`src/rtl/sdram_arb_pkg.sv`:
```
// Shared types and constants for the SDRAM port arbiter.
package sdram_arb_pkg;

   // Default widths of the SDRAM controller port.
   localparam int unsigned DEF_ADDR_W = 23;
   localparam int unsigned DEF_DATA_W = 32;

   // Arbiter states.
   typedef enum logic [1:0] {
      IDLE,
      BUSY,
      RELEASE
   } arb_state_e;

   // One SDRAM command at the default port widths.
   typedef struct packed {
      logic                  read;
      logic                  write;
      logic [DEF_ADDR_W-1:0] addr;
      logic [DEF_DATA_W-1:0] wdata;
   } arb_cmd_t;

   // $clog2 clamped to at least one bit, so that degenerate parameters still give legal vectors.
   function automatic int unsigned clog2_min1(input int unsigned value);
      return (value > 1) ? $clog2(value) : 1;
   endfunction

endpackage

```
`src/rtl/rr_pick.sv`:
```
// Round-robin picker: first pending index at or after the pointer, searching cyclically.
module rr_pick
   import sdram_arb_pkg::*;
#(
   parameter int unsigned N_REQ = 3,
   parameter int unsigned PTR_W = clog2_min1(N_REQ)
) (
   input  logic [N_REQ-1:0] i_pending,
   input  logic [PTR_W-1:0] i_ptr,
   output logic             o_valid,
   output logic [PTR_W-1:0] o_idx
);

   logic [PTR_W-1:0] w_cand;

   // Walk the candidates farthest-first so the one nearest the pointer is written last and wins.
   always_comb begin
      o_valid = 1'b0;
      o_idx   = '0;
      w_cand  = '0;
      for (int k = N_REQ - 1; k >= 0; k--) begin
         w_cand = PTR_W'((int'(i_ptr) + k) % N_REQ);
         if (i_pending[w_cand]) begin
            o_valid = 1'b1;
            o_idx   = w_cand;
         end
      end
   end

endmodule

```
`src/rtl/sdram_port_arbiter.sv`:
```
// Shares one SDRAM controller port between N_REQ requesters, one transaction at a time,
// granted round-robin, with a watchdog that aborts transactions the controller never finishes.
module sdram_port_arbiter
   import sdram_arb_pkg::*;
#(
   parameter int unsigned N_REQ   = 3,
   parameter int unsigned ADDR_W  = DEF_ADDR_W,
   parameter int unsigned DATA_W  = DEF_DATA_W,
   parameter int unsigned TIMEOUT = 1023
) (
   input  logic                    i_clk,
   input  logic                    i_rst_n,
   // requester side
   input  logic [N_REQ-1:0]        req_read,
   input  logic [N_REQ-1:0]        req_write,
   input  logic [N_REQ*ADDR_W-1:0] req_addr,
   input  logic [N_REQ*DATA_W-1:0] req_writedata,
   output logic [DATA_W-1:0]       req_readdata,
   output logic [N_REQ-1:0]        req_finished,
   output logic [N_REQ-1:0]        req_error,
   // controller side
   output logic                    sdram_read,
   output logic                    sdram_write,
   output logic [ADDR_W-1:0]       sdram_addr,
   output logic [DATA_W-1:0]       sdram_writedata,
   input  logic [DATA_W-1:0]       sdram_readdata,
   input  logic                    sdram_finished,
   // current owner, one-hot
   output logic [N_REQ-1:0]        grant
);

   localparam int unsigned PTR_W = clog2_min1(N_REQ);
   localparam int unsigned WD_W  = clog2_min1(TIMEOUT + 1);
   localparam logic [WD_W-1:0]  WD_LIMIT = WD_W'(TIMEOUT);
   localparam logic [PTR_W-1:0] LAST_IDX = PTR_W'(N_REQ - 1);

   // Command latched at grant time; it directly drives the controller outputs.
   typedef struct packed {
      logic              read;
      logic              write;
      logic [ADDR_W-1:0] addr;
      logic [DATA_W-1:0] wdata;
   } cmd_t;

   arb_state_e       r_state,  w_state_nxt;
   cmd_t             r_cmd,    w_cmd_nxt;
   logic [PTR_W-1:0] r_gidx,   w_gidx_nxt;
   logic [N_REQ-1:0] r_grant,  w_grant_nxt;
   logic [PTR_W-1:0] r_rr_ptr, w_rr_nxt;
   logic [WD_W-1:0]  r_wd,     w_wd_nxt;
   logic [DATA_W-1:0] r_rdata, w_rdata_nxt;
   logic [N_REQ-1:0] r_fin,    w_fin_nxt;
   logic [N_REQ-1:0] r_err,    w_err_nxt;

   logic [N_REQ-1:0]  w_pending;
   logic              w_pick_valid;
   logic [PTR_W-1:0]  w_pick_idx;
   logic              w_sel_rd;
   logic              w_sel_wr;
   logic [ADDR_W-1:0] w_sel_addr;
   logic [DATA_W-1:0] w_sel_data;
   logic [N_REQ-1:0]  w_sel_onehot;
   logic [PTR_W-1:0]  w_rr_after;

   assign w_pending = req_read | req_write;

   rr_pick #(
      .N_REQ (N_REQ),
      .PTR_W (PTR_W)
   ) u_rr_pick (
      .i_pending (w_pending),
      .i_ptr     (r_rr_ptr),
      .o_valid   (w_pick_valid),
      .o_idx     (w_pick_idx)
   );

   // Select the picked requester's command fields and one-hot grant.
   always_comb begin
      w_sel_rd     = 1'b0;
      w_sel_wr     = 1'b0;
      w_sel_addr   = '0;
      w_sel_data   = '0;
      w_sel_onehot = '0;
      for (int i = 0; i < N_REQ; i++) begin
         if (w_pick_idx == PTR_W'(i)) begin
            w_sel_rd        = req_read[i];
            w_sel_wr        = req_write[i];
            w_sel_addr      = req_addr[i*ADDR_W +: ADDR_W];
            w_sel_data      = req_writedata[i*DATA_W +: DATA_W];
            w_sel_onehot[i] = 1'b1;
         end
      end
   end

   // Pointer after the current owner, wrapping explicitly for non-power-of-2 N_REQ.
   assign w_rr_after = (r_gidx == LAST_IDX) ? '0 : r_gidx + PTR_W'(1);

   // Next-state and registered-output logic.
   always_comb begin
      w_state_nxt = r_state;
      w_cmd_nxt   = r_cmd;
      w_gidx_nxt  = r_gidx;
      w_grant_nxt = r_grant;
      w_rr_nxt    = r_rr_ptr;
      w_wd_nxt    = r_wd;
      w_rdata_nxt = r_rdata;
      w_fin_nxt   = '0;
      w_err_nxt   = '0;

      unique case (r_state)
         IDLE: begin
            w_cmd_nxt   = '0;
            w_grant_nxt = '0;
            if (w_pick_valid) begin
               w_state_nxt     = BUSY;
               w_gidx_nxt      = w_pick_idx;
               w_grant_nxt     = w_sel_onehot;
               w_wd_nxt        = '0;
               // read+write together is served as a write
               w_cmd_nxt.write = w_sel_wr;
               w_cmd_nxt.read  = w_sel_rd & ~w_sel_wr;
               w_cmd_nxt.addr  = w_sel_addr;
               w_cmd_nxt.wdata = w_sel_data;
            end
         end

         BUSY: begin
            if (r_wd != WD_LIMIT) begin
               w_wd_nxt = r_wd + WD_W'(1);
            end
            // a completion in the same cycle as the limit still counts as a completion
            if (sdram_finished || (r_wd == WD_LIMIT)) begin
               w_fin_nxt   = r_grant;
               w_rr_nxt    = w_rr_after;
               w_cmd_nxt   = '0;
               w_grant_nxt = '0;
               w_state_nxt = RELEASE;
               if (!sdram_finished) begin
                  w_err_nxt   = r_grant;
                  w_rdata_nxt = '0;
               end else if (r_cmd.read) begin
                  w_rdata_nxt = sdram_readdata;
               end
            end
         end

         RELEASE: begin
            // one quiet cycle lets the served requester drop its request before re-arbitration
            w_cmd_nxt   = '0;
            w_grant_nxt = '0;
            w_state_nxt = IDLE;
         end

         default: begin
            w_cmd_nxt   = '0;
            w_grant_nxt = '0;
            w_state_nxt = IDLE;
         end
      endcase
   end

   // State and output registers with synchronous active-low reset.
   always_ff @(posedge i_clk) begin
      if (!i_rst_n) begin
         r_state  <= IDLE;
         r_cmd    <= '0;
         r_gidx   <= '0;
         r_grant  <= '0;
         r_rr_ptr <= '0;
         r_wd     <= '0;
         r_rdata  <= '0;
         r_fin    <= '0;
         r_err    <= '0;
      end else begin
         r_state  <= w_state_nxt;
         r_cmd    <= w_cmd_nxt;
         r_gidx   <= w_gidx_nxt;
         r_grant  <= w_grant_nxt;
         r_rr_ptr <= w_rr_nxt;
         r_wd     <= w_wd_nxt;
         r_rdata  <= w_rdata_nxt;
         r_fin    <= w_fin_nxt;
         r_err    <= w_err_nxt;
      end
   end

   assign sdram_read      = r_cmd.read;
   assign sdram_write     = r_cmd.write;
   assign sdram_addr      = r_cmd.addr;
   assign sdram_writedata = r_cmd.wdata;
   assign req_readdata    = r_rdata;
   assign req_finished    = r_fin;
   assign req_error       = r_err;
   assign grant           = r_grant;

endmodule

```
`config.mk`:
```
export PLATFORM = sky130hd
export DESIGN_NAME = sdram_port_arbiter
export DESIGN_NICKNAME = d
export VERILOG_FILES = /design/src/rtl/sdram_arb_pkg.sv /design/src/rtl/rr_pick.sv /design/src/rtl/sdram_port_arbiter.sv
export SDC_FILE = /design/constraint.sdc
export NUM_CORES = 1
export LEC_CHECK = 0
export CAP_MARGIN = 20
export CORE_ASPECT_RATIO = 0.75
export CORE_MARGIN = 4
export CORE_UTILIZATION = 37
export CTS_CLUSTER_DIAMETER = 200
export DETAILED_ROUTE_END_ITERATION = 8
export PLACE_DENSITY = 0.81
export SETUP_SLACK_MARGIN = 0.15
export SYNTH_ARGS = -nofsm -noshare
export SYNTH_HDL_FRONTEND = slang
export SYNTH_SLANG_ARGS = --single-unit
```
`constraint.sdc`:
```
create_clock -name i_clk -period 2.7 [get_ports i_clk]
set_input_delay 0.54 -clock i_clk [delete_from_list [all_inputs] [get_ports i_clk]]
set_output_delay 0.54 -clock i_clk [all_outputs]
set_load 0.02 [all_outputs]
```
==> flow_metrics.tcl <==
set metrics [dict create \
    die_h_um 108 \
    vias 5260 \
    finalCriticalPeriod_ns 2.25 \
    syn_avg_cell_area_um2 9.46 \
    hold_ws_ns 0.450 \
    cap_violations 0 \
    crit_chain "inv_1, ha_1, nor3_1, a211oi_1, a2111o_1, and2_4, nand2_2, buf_12, o21ai_1" \
    die_w_um 141 \
    cts_resized 0 \
    async_flop_share_pct 0 \
    grt_max_degree 54 \
    slowest_delay_ns 0.44 \
    grt_pass1_vias 5429 \
    fin_skew_ns 0.00934 \
    drc 0 \
    grt_pass1_wl_mm 28.1 \
    yosys.area.top_type "dfxtp_1" \
    ys_types 52 \
    top_level_ports 304 \
    antenna_cells 0 \
    irDropWorstVdd_v 0.000500 \
    rsz0062_at_grt "false" \
    leakagePower_uw 0.00329 \
    synthTopCellsByArea "dfxtp_1 47%, a22oi_1 11%, mux2i_1 8.6%, o21ai_1 6.4%, nor2b_1 4.5%" \
    cts_buffers 17 \
    path_clk_slew_ns 0.05 \
    synth_top_area_share_pct 46.6 \
    drtAntennaViolNets 0 \
    fin_util_pct 67.3 \
    synth_area_mm2 0.00490 \
    drive_above_1_share_pct 6.75 \
    seqCellArea_mm2 0.00228 \
    cts_hold_buffers 0 \
    die_area_mm2 0.0152 \
    grt_antenna_before_repair 0 \
    clock-root-buffer "clkbuf_16" \
    setup_viol 0 \
    slowest_stage "a2111o_1" \
    place_congestion 0.882 \
    synth-main-ff-cell "dfxtp_1" \
    htree_levels 4 \
    viasPerCell 5.25 \
    critPathKind "flip-flop to flip-flop" \
    endpoint_kind "flip-flop" \
    clock_latency_ns 0.40 \
    hold_viol_final 0 \
    coreArea_mm2 0.0130 \
    cp_data_arrival_time_ns 2.53 \
    clock-sinks 114 \
    initial_core_util_pct 37.8 \
    fillers 960 \
    status "finished, final reports clean" \
    syn-num-nets 728 \
    track_usage_pct 23.6 \
    ys_warn_count 0 \
    post_cts_buffers 0 \
    dr.pass1.iters 7 \
    crit_required_ns 2.98 \
    synth_cells 518 \
    r2r_slack_ns 0.45 \
    maxSlewHeadroom_pct 72.7 \
    cts_tree "yes" \
    wl_mm 18.3 \
    multiInputGateArea_mm2 0.00240 \
    fmax_ghz 0.445 \
    wl_per_cell_um 18.3 \
    path_max_fanout 42 \
    cts_buffer_depth 2 \
    slew_violations 0 \
    synth_edf_count 0 \
    hold_class "flip-flop to flip-flop" \
    syn2layout_area_growth_pct 78.1 \
    synth_seq_cells 114 \
    rows 36 \
    worstSetupStartpointType "flip-flop" \
    setup_tns_ns 0 \
    io_buffers 303 \
    yosysSeqAreaShare_pct 46.6 \
    dp_hpwl_mm 14.0 \
    drtIter0Drc 230 \
    nets 1027 \
    powerDensity_mw_per_mm2 612 \
    timing.final.crit_share_pct 83.2 \
    overflow 0 \
    worst_pin_slew_ns 0.408 \
]
==> power by group <==
part	internal (uW)	leakage, uW	switching [uW]
logic	654	0.00206	531
clock network	1520	0.000300	751
registers	1810	0.000932	77.4
==> area by class of cell <==
class	count	area share (%)
well taps	171	2.45
clock inverters	10	1.51
flip-flops and latches	114	26.1
repair buffers	317	36.7
multi-input cells	359	27.5
inverters	8	0.344
clock buffers	22	5.43
==> layer usage <==
layer | part of all wire, % | track usage, % | wire length (um)
met5 | 0 | 0 | 0
met4 | 2.7 | 9.27 | 502
met3 | 7.9 | 7.68 | 1450
met2 | 51 | 41.7 | 9320
met1 | 38 | 26.4 | 7020
==> layout by cell type, fill, tap and decap left out, types with 6 or more instances in the layout <==
master / count
clkdlybuf4s50_1: 303
dfxtp_1: 114
a22oi_1: 74
o21ai_1: 63
mux2i_1: 42
nand2_1: 34
nor2b_1: 34
clkbuf_16: 17
o22ai_1: 15
nor2_1: 14
buf_4: 9
o21ai_0: 8
and3_1: 7
inv_1: 6
==> state kept, by name (all words and copies together) (netlist names) <==
name             count
req_readdata        32
sdram_writedata     32
sdram_addr          23
r_wd                10
grant                3
req_error            3
req_finished         3
r_gidx               2
r_rr_ptr             2
r_state              2
sdram_read           1
sdram_write          1
==> synthesized netlist by cell type, types with 3 or more instances <==
cell type  instances
o22ai_1           15
buf_4             10
nor3_1             5
buf_2             11
nor2_1            15
a21oi_1            4
mux2i_1           42
a22oi_1           74
nor2b_1           35
inv_1              6
ha_1               4
xnor2_1            3
xor2_1             3
nand3_1            3
nand4_1            4
nand2_1           34
o21ai_0            8
o21ai_1           63
clkbuf_1          15
dfxtp_1          114
and3_1             8
nand2_2            3
nand2b_1           3
a21boi_0           5
==> cells by family after synthesis <==
| family | share of synthesized area [%] |
|---|---|
| adder cells (fa/ha/maj) | 1.02 |
| buffers and inverters | 4.65 |
| multiplexers | 8.58 |
| XOR/XNOR | 1.07 |
| flip-flops | 46.6 |
| AND/OR/NAND/NOR | 12.9 |
| AO/OA/AOI/OAI | 25.2 |
==> critical path, delay by kind of cell (launching register included) <==
kind	cells	cell delay, ns
simple gates	3	0.47
compound gates	3	0.62
buf+inv	2	0.27
flops	1	0.38
fa+ha+maj	1	0.36
==> path summary, 6_finish.rpt <==
check                      from                 end  cells past startpoint
setup / recovery    r_rr_ptr[0]  sdram_writedata[1]                      9
hold reg to reg   sdram_addr[6]       sdram_addr[6]                      2
hold / removal    sdram_addr[6]       sdram_addr[6]                      2
setup reg to reg    r_rr_ptr[0]  sdram_writedata[1]                      9
==> metrics by stage <==
step / power [uW] / cell area [um2] / instances / worst slack (ns)
2_1_floorplan: 2430 / 4900 / 518 / 0.659
3_3_place_gp: 3080 / 8120 / 969 / 0.169
3_5_place_dp: 3110 / 8120 / 969 / 0.0925
4_1_cts: 5390 / 8730 / 1001 / 0.463
5_1_grt: 5550 / 8730 / 1001 / 0.338
6_report: 5340 / 8730 / 1001 / 0.453
No activity file was read; power rests on OpenSTA's default activity.
